<file path="src/rtl/shift_reg_ctrl.sv">
`timescale 1ns/1ps
`default_nettype none
// ============================================================================
// shift_reg_ctrl : frame sequencer for a parallel-load, enable-gated shift reg
// Rev 1.0
// ============================================================================
module shift_reg_ctrl #(
  parameter int DATA_WIDTH = 16,
  parameter int GAP_CYCLES = 2
) (
  input  logic                  clk_i,
  input  logic                  a_rst_n_i,
  input  logic                  s_valid_i,
  output logic                  s_ready_o,
  input  logic [DATA_WIDTH-1:0] s_data_i,
  input  logic                  abort_i,
  output logic                  sr_wr_enable_o,
  output logic [DATA_WIDTH-1:0] sr_wr_data_o,
  output logic                  sr_enable_o,
  output logic                  frame_o,
  output logic                  busy_o,
  output logic                  done_o
);

  localparam int c_CNT_MAX = (DATA_WIDTH > GAP_CYCLES) ? DATA_WIDTH : GAP_CYCLES;
  localparam int c_CNT_W   = $clog2(c_CNT_MAX + 1);
  localparam logic [c_CNT_W-1:0] c_SHIFT_LAST = c_CNT_W'(DATA_WIDTH - 1);
  localparam logic [c_CNT_W-1:0] c_GAP_LAST   = c_CNT_W'((GAP_CYCLES > 0) ? GAP_CYCLES - 1 : 0);

  typedef enum logic [1:0] {
    S_IDLE  = 2'd0,
    S_LOAD  = 2'd1,
    S_SHIFT = 2'd2,
    S_GAP   = 2'd3
  } state_t;

  state_t                r_state;
  state_t                w_state_nxt;
  logic [c_CNT_W-1:0]    r_cnt;
  logic [c_CNT_W-1:0]    w_cnt_nxt;
  logic [DATA_WIDTH-1:0] r_data;
  logic                  r_done;
  logic                  w_done_nxt;
  logic                  w_accept;

  // Abort in IDLE wins over the handshake, so no word is taken that cycle.
  assign w_accept = (r_state == S_IDLE) && s_valid_i && !abort_i;

  always_comb begin
    w_state_nxt    = r_state;
    w_cnt_nxt      = '0;
    w_done_nxt     = 1'b0;
    s_ready_o      = 1'b0;
    sr_wr_enable_o = 1'b0;
    sr_enable_o    = 1'b0;
    frame_o        = 1'b0;
    busy_o         = 1'b1;
    case (r_state)
      S_IDLE: begin
        busy_o    = 1'b0;
        s_ready_o = !abort_i;
        if (w_accept) w_state_nxt = S_LOAD;
      end
      S_LOAD: begin
        sr_wr_enable_o = 1'b1;
        w_state_nxt    = abort_i ? S_IDLE : S_SHIFT;
      end
      S_SHIFT: begin
        sr_enable_o = 1'b1;
        frame_o     = 1'b1;
        if (abort_i) begin
          w_state_nxt = S_IDLE;
        end else if (r_cnt == c_SHIFT_LAST) begin
          w_done_nxt  = 1'b1;
          w_state_nxt = (GAP_CYCLES > 0) ? S_GAP : S_IDLE;
        end else begin
          w_cnt_nxt = r_cnt + c_CNT_W'(1);
        end
      end
      S_GAP: begin
        if (abort_i || (r_cnt == c_GAP_LAST)) begin
          w_state_nxt = S_IDLE;
        end else begin
          w_cnt_nxt = r_cnt + c_CNT_W'(1);
        end
      end
      default: w_state_nxt = S_IDLE;
    endcase
  end

  always_ff @(posedge clk_i or negedge a_rst_n_i) begin
    if (!a_rst_n_i) begin
      r_state <= S_IDLE;
      r_cnt   <= '0;
      r_data  <= '0;
      r_done  <= 1'b0;
    end else begin
      r_state <= w_state_nxt;
      r_cnt   <= w_cnt_nxt;
      r_done  <= w_done_nxt;
      if (w_accept) r_data <= s_data_i;
    end
  end

  assign sr_wr_data_o = r_data;
  assign done_o       = r_done;

endmodule
`default_nettype wire

</file>
<file path="config.mk">
export PLATFORM = sky130hd
export DESIGN_NAME = shift_reg_ctrl
export DESIGN_NICKNAME = d
export VERILOG_FILES = /design/src/rtl/shift_reg_ctrl.sv
export SDC_FILE = /design/constraint.sdc
export NUM_CORES = 1
export LEC_CHECK = 0
export ABC_AREA = 1
export ABC_CLOCK_PERIOD_IN_PS = 2300
export CAP_MARGIN = 15
export CORE_MARGIN = 4
export CORE_UTILIZATION = 46
export CTS_CLUSTER_DIAMETER = 80
export CTS_CLUSTER_SIZE = 8
export DETAILED_ROUTE_END_ITERATION = 10
export PLACE_DENSITY = 0.83
export SYNTH_ARGS = -nofsm -noshare
export SYNTH_HDL_FRONTEND = slang
export SYNTH_SLANG_ARGS = --single-unit
</file>
<file path="constraint.sdc">
create_clock -name clk_i -period 2.3 [get_ports clk_i]
set_input_delay 0.46 -clock clk_i [delete_from_list [all_inputs] [get_ports clk_i]]
set_output_delay 0.46 -clock clk_i [all_outputs]
set_load 0.02 [all_outputs]
</file>
==> results.json, run 1 <==
{
  "top_layer": "met4",
  "ant_nets": 0,
  "slew_headroom_pct": 74.7,
  "dp_hpwl_mm": 1.86,
  "skew_ns": 0.00623,
  "synthXorXnorAreaFrac_pct": 1.59,
  "grt_first_pass_wirelength_mm": 4.13,
  "cp-end-kind": "output port",
  "h-tree-depth": 1,
  "io_buffers": 41,
  "wl_per_cell_um": 12.7,
  "outcome": "finished, final reports clean",
  "gp_congestion": 0.851,
  "startpoint_type": "input pin",
  "synth_top_family_by_area": "simple AND/OR/NAND/NOR gates",
  "clk_latency_ns": 0.30,
  "synth_area_um2": 1100,
  "grt_max_degree": 25,
  "wl_mm": 2.45,
  "synth_seq_area_share_pct": 54.6,
  "netlist_instances": 123,
  "post_cts_buffers": 0,
  "met2_wirelength_mm": 1.28,
  "multi_input_area_um2": 418,
  "final_common_cell": "clkdlybuf4s50_1",
  "die_w_um": 56.9,
  "drive_gt1_share_pct": 6.67,
  "p_comb_share_pct": 53.0,
  "postCtsResizedCells": 0,
  "min_period_ns": 2.27,
  "yosys.area_share.simple_pct": 29.1,
  "worstPathArrival_ns": 1.81,
  "post-route-period-util_pct": 98.6,
  "grt_usage_pct": 15.8,
  "path_cells": "clkdlybuf4s50_1, nor2_8, clkdlybuf4s50_1",
  "cp_max_fo": 4,
  "leakage_nw": 0.772,
  "n_antenna_cell": 0,
  "path_class": "input pin to output port",
  "synthMuxAreaShare_pct": 0,
  "synth_nets": 147,
  "area_growth_pct": 41.3,
  "crit_slowest_cell": "clkdlybuf4s50_1",
  "synth_compound_area_share_pct": 2.73,
  "cap_violations": 0,
  "die_h_um": 56.9,
  "cts_buffers": 3,
  "crit_path_frequent_cell": "clkdlybuf4s50_1",
  "setup_viol": 0,
  "syn_area_per_cell_um2": 8.94,
  "p_int_mw": 1.08,
  "num_vias": 942,
  "power.share.switching_pct": 41.1,
  "clock-root-buffer": "clkbuf_4",
  "slew_violations": 0,
  "cts_tree": "yes",
  "rsz0062_at_grt": "false",
  "yosysWarnings": 0,
  "startpoint": "abort_i",
  "clockPowerShare_pct": 9.7,
  "power.net_switching_mw": 0.751,
  "hold_class": "input pin to asynchronous set/reset pin",
  "hold_viol_final": 0,
  "seq_power_share_pct": 37.3,
  "ctsLongestPathBuffers": 2,
  "cts_sinks": 24,
  "final_cell_mix": "clkdlybuf4s50_1 (41), nand2_1 (38), dfrtp_1 (24)",
  "seqCellArea_um2": 601,
  "wl_met1_um": 990,
  "max-vdd-ir-drop_uv": 741,
  "max_stage_delay_ns": 0.63,
  "yosys.cell_types.count": 17,
  "clkTransAtPathRegs_ns": 0.13,
  "tightest_slew_ns": 0.379,
  "power_mw": 1.83,
  "drc": 0,
  "dr_wl_met3_um": 115,
  "p_per_area_nw_per_um2": 1180,
  "core_um2": 2230,
  "clock.fmax_ghz": 0.441,
  "drt_pass1_iterations": 4,
  "initial_utilization_pct": 49.2,
  "r2r_start": "r_cnt[0]",
  "vias_per_cell": 4.88,
  "synth-seq-cells": 24,
  "required_ns": 1.84,
  "grt_overflow_total": 0,
  "grt_pass1_vias": 959,
  "std_cell_rows": 17,
  "fillCellCount": 176,
  "drt-initial-drc-count": 20,
  "ios": 42,
  "num-nets-final": 191,
  "synth_adder_area_share_pct": 4.55,
  "grt_antenna_before_repair": 0,
  "ctsHoldBuffers": 0,
  "dieArea_um2": 3240,
  "fin_setup_tns_ns": 0
}
-- layout make-up --
type | count | area share [%]
flip-flops and latches | 24 | 38.6
clock buffers | 3 | 1.45
well taps | 28 | 2.25
inverters | 12 | 2.90
repair buffers | 44 | 27.9
multi-input cells | 82 | 26.9
-- power by group through the flow --
stage / combinational, mW / clock (mW) / sequential (mW)
after floorplan: 0.369 / 0 / 0.843
after detailed placement: 0.977 / 0 / 0.691
final: 0.969 / 0.177 / 0.683
after global routing: 1.05 / 0.201 / 0.706
after CTS: 0.984 / 0.180 / 0.684
after global placement: 0.957 / 0 / 0.678
-- cells in the mapped netlist (all sizes together) --
| cell type | n | area [µm²] |
|---|---|---|
| xor2 | 1 | 8.76 |
| xnor2 | 1 | 8.76 |
| a21oi | 4 | 20.0 |
| inv | 12 | 45.0 |
| buf | 5 | 36.3 |
| nor2 | 8 | 51.3 |
| nand2 | 39 | 154 |
| dfrtp | 24 | 601 |
| o21ai | 2 | 10.0 |
| nand3 | 23 | 115 |
| ha | 4 | 50.1 |
-- critical path, delay by kind of cell --
kind	cells	cell delay, ns
buffers and inverters	2	1.18
AND/OR/NAND/NOR	1	0.16
-- per-stage QoR --
| step | hold WS, ns | instance area [µm²] | util [%] | std cells | setup slack, ns |
|---|---|---|---|---|---|
| 2_1_floorplan | 0.164 | 1100 | - | 123 | 0.872 |
| 3_3_place_gp | 0.453 | 1530 | 68.6 | 190 | 0.0582 |
| 3_5_place_dp | 0.463 | 1530 | 68.6 | 190 | 0.0434 |
| 4_1_cts | 0.492 | 1550 | 69.6 | 193 | 0.0293 |
| 5_1_grt | 0.508 | 1550 | 69.6 | 193 | 0.00999 |
| 6_report | 0.486 | 1550 | 69.6 | 193 | 0.0331 |
-- per-layer routing --
metal  GRT usage (%)  vias to the layer above
met2            29.4                       26
met4            4.97                        0
li1                -                      469
met5               0                        -
met3            3.22                        6
met1            17.8                      441
-- cell families after synthesis --
kind of cell             Yosys count
adder cells (fa/ha/maj)            4
AO/OA/AOI/OAI                      6
AND/OR/NAND/NOR                   70
XOR/XNOR                           2
flip-flops                        24
buffers and inverters             17
-- registers in the layout (all words and copies together), names as in the netlist --
signal,cells
done_o,1
sr_wr_data_o,16
r_state,2
r_cnt,5
-- worst paths after layout --
kind	cells past startpoint	endpoint	slack, ns
min in group clk_i	2	sr_wr_data_o[5]	0.49
max reg2reg	10	r_state[0]	0.70
max	3	s_ready_o	0.03
max in group asynchronous	2	sr_wr_data_o[5]	1.58
min reg2reg	2	sr_wr_data_o[5]	0.49
min	2	r_cnt[3]	0.49
No activity file was read; power rests on OpenSTA's default activity.
==> run 2, diff against run 1 <==
==> constraint.sdc (replaced) <==
create_clock -name clk_i -period 2.3 [get_ports clk_i]
set_input_delay 0.345 -clock clk_i [delete_from_list [all_inputs] [get_ports clk_i]]
set_output_delay 0.345 -clock clk_i [all_outputs]
set_load 0.02 [all_outputs]
==> run 2 against run 1 <==
  * Clock skew down 0.0044 ns
  * Wire length up 1.2%
  * Flip-flop and latch count unchanged
  * Die area unchanged
  * Sequential power down 0.6%
  * Global-route usage up 0.38 points
  * Critical path depth up 1
  * Non-clock buffer count unchanged
==> results.json, run 2 (same netlist as run 1, synthesis figures left out) <==
{
  "num-nets-final": 191,
  "std_cell_rows": 17,
  "wl_mm": 2.48,
  "drt_pass1_iterations": 4,
  "r2r_setup_slack_ns": 0.71,
  "dp_cells": 190,
  "initial_utilization_pct": 49.2,
  "fin_setup_tns_ns": 0,
  "min_period_ns": 2.06,
  "cap_violations": 0,
  "die_w_um": 56.9,
  "max-vdd-ir-drop_uv": 772,
  "ctsHoldBuffers": 0,
  "grt_max_degree": 25,
  "core_um2": 2230,
  "critical_path.top_delay_family": "buffers and inverters",
  "post-route-period-util_pct": 89.4,
  "fillCellCount": 186,
  "area_growth_pct": 42.5,
  "required_ns": 1.96,
  "hold_viol_final": 0,
  "grt_usage_pct": 16.2,
  "post_cts_buffers": 0,
  "die_h_um": 56.9,
  "final_common_cell": "clkdlybuf4s50_1",
  "fin_cells": 194,
  "place_area_um2": 1530,
  "setup_viol": 0,
  "slew_headroom_pct": 74.8,
  "ctsLongestPathBuffers": 2,
  "ant_nets": 0,
  "crit_buf_inv": 2,
  "drt-initial-drc-count": 20,
  "ios": 42,
  "dp_hpwl_mm": 1.95,
  "largest_reg_flops": 16,
  "skew_ns": 0.00183,
  "clock.fmax_ghz": 0.486,
  "outcome": "finished, final reports clean",
  "p_per_area_nw_per_um2": 1190,
  "vias_per_cell": 4.87,
  "grt_pass1_vias": 974,
  "max_stage_delay_ns": 0.63,
  "path_cells": "nor2_2, inv_2, nor2_8, clkdlybuf4s50_1",
  "drc": 0,
  "tightest_slew_ns": 0.377,
  "fin_util_pct": 70.2,
  "gp_congestion": 0.859,
  "final_cell_area_um2": 1570,
  "rsz0062_at_grt": "false",
  "n_antenna_cell": 0,
  "clkTransAtPathRegs_ns": 0.13,
  "grt_overflow_total": 0,
  "clk_latency_ns": 0.31,
  "grt_first_pass_wirelength_mm": 4.09,
  "postCtsResizedCells": 0,
  "cp_max_fo": 4,
  "cts_buffers": 3,
  "num_vias": 944,
  "r2r_cells": 10,
  "drive_gt1_share_pct": 7.23,
  "h-tree-depth": 1,
  "cts_tree": "yes",
  "dieArea_um2": 3240,
  "hold_class": "input pin to asynchronous set/reset pin",
  "grt_antenna_before_repair": 0,
  "cts_sinks": 24,
  "final_cell_mix": "clkdlybuf4s50_1 (41), nand2_1 (38), dfrtp_1 (24)",
  "cp-end-kind": "output port",
  "regToRegEndpoint": "r_state[0]",
  "crit_slowest_cell": "clkdlybuf4s50_1",
  "r2r_start": "r_cnt[0]",
  "leakage_nw": 0.779,
  "worstPathArrival_ns": 1.71,
  "wl_per_cell_um": 12.8,
  "slew_violations": 0,
  "io_buffers": 41,
  "path_class": "flip-flop to output port",
  "startpoint_type": "flip-flop",
  "clock-root-buffer": "clkbuf_4"
}
run 2: changes by cell type in the layout (fill, tap and decap cells not counted):
cell / change
clkbuf_8: +1
run 2: metrics by stage:
step | power (mW) | setup slack, ns | hold WS (ns)
5_1_grt | 2.00 | 0.160 | 0.389
3_3_place_gp | 1.63 | 0.288 | 0.453
3_5_place_dp | 1.67 | 0.273 | 0.457
6_report | 1.87 | 0.243 | 0.369
2_1_floorplan | 1.21 | 0.877 | 0.0494
4_1_cts | 1.89 | 0.250 | 0.376
run 2: area by class of cell:
type                            count  area, µm²  share of cell area [%]
Sequential cell                    24        601                    38.3
Timing Repair Buffer               44        433                    27.6
Multi-Input combinational cell     82        418                    26.7
Inverter                           12       45.0                    2.87
Clock buffer                        4       36.3                    2.31
Tap cell                           28       35.0                    2.23
run 2: routing by layer:
metal / wire, µm / up-vias / GRT usage, %
met2: 1390 / 22 / 30.7
met4: 37 / 0 / 6.62
met1: 920 / 446 / 16.8
li1: - / 472 / -
met5: 0 / - / 0
met3: 130 / 4 / 3.68
run 2: worst max-delay path by stage:
stage,start,endpoint,slack [ns],depth (start not counted)
2_1_floorplan,r_cnt[0],r_state[0],0.88,10
3_3_place_gp,abort_i,s_ready_o,0.29,3
3_5_place_dp,abort_i,s_ready_o,0.27,3
4_1_cts,r_state[1],s_ready_o,0.25,4
5_1_grt,r_state[1],s_ready_o,0.16,4
6_report,r_state[1],s_ready_o,0.24,4
run 2: report_power, final:
group,leakage [nW],internal [mW],switching (mW)
Combinational,0.451,0.438,0.535
Sequential,0.307,0.579,0.100
Clock,0.0210,0.0966,0.124
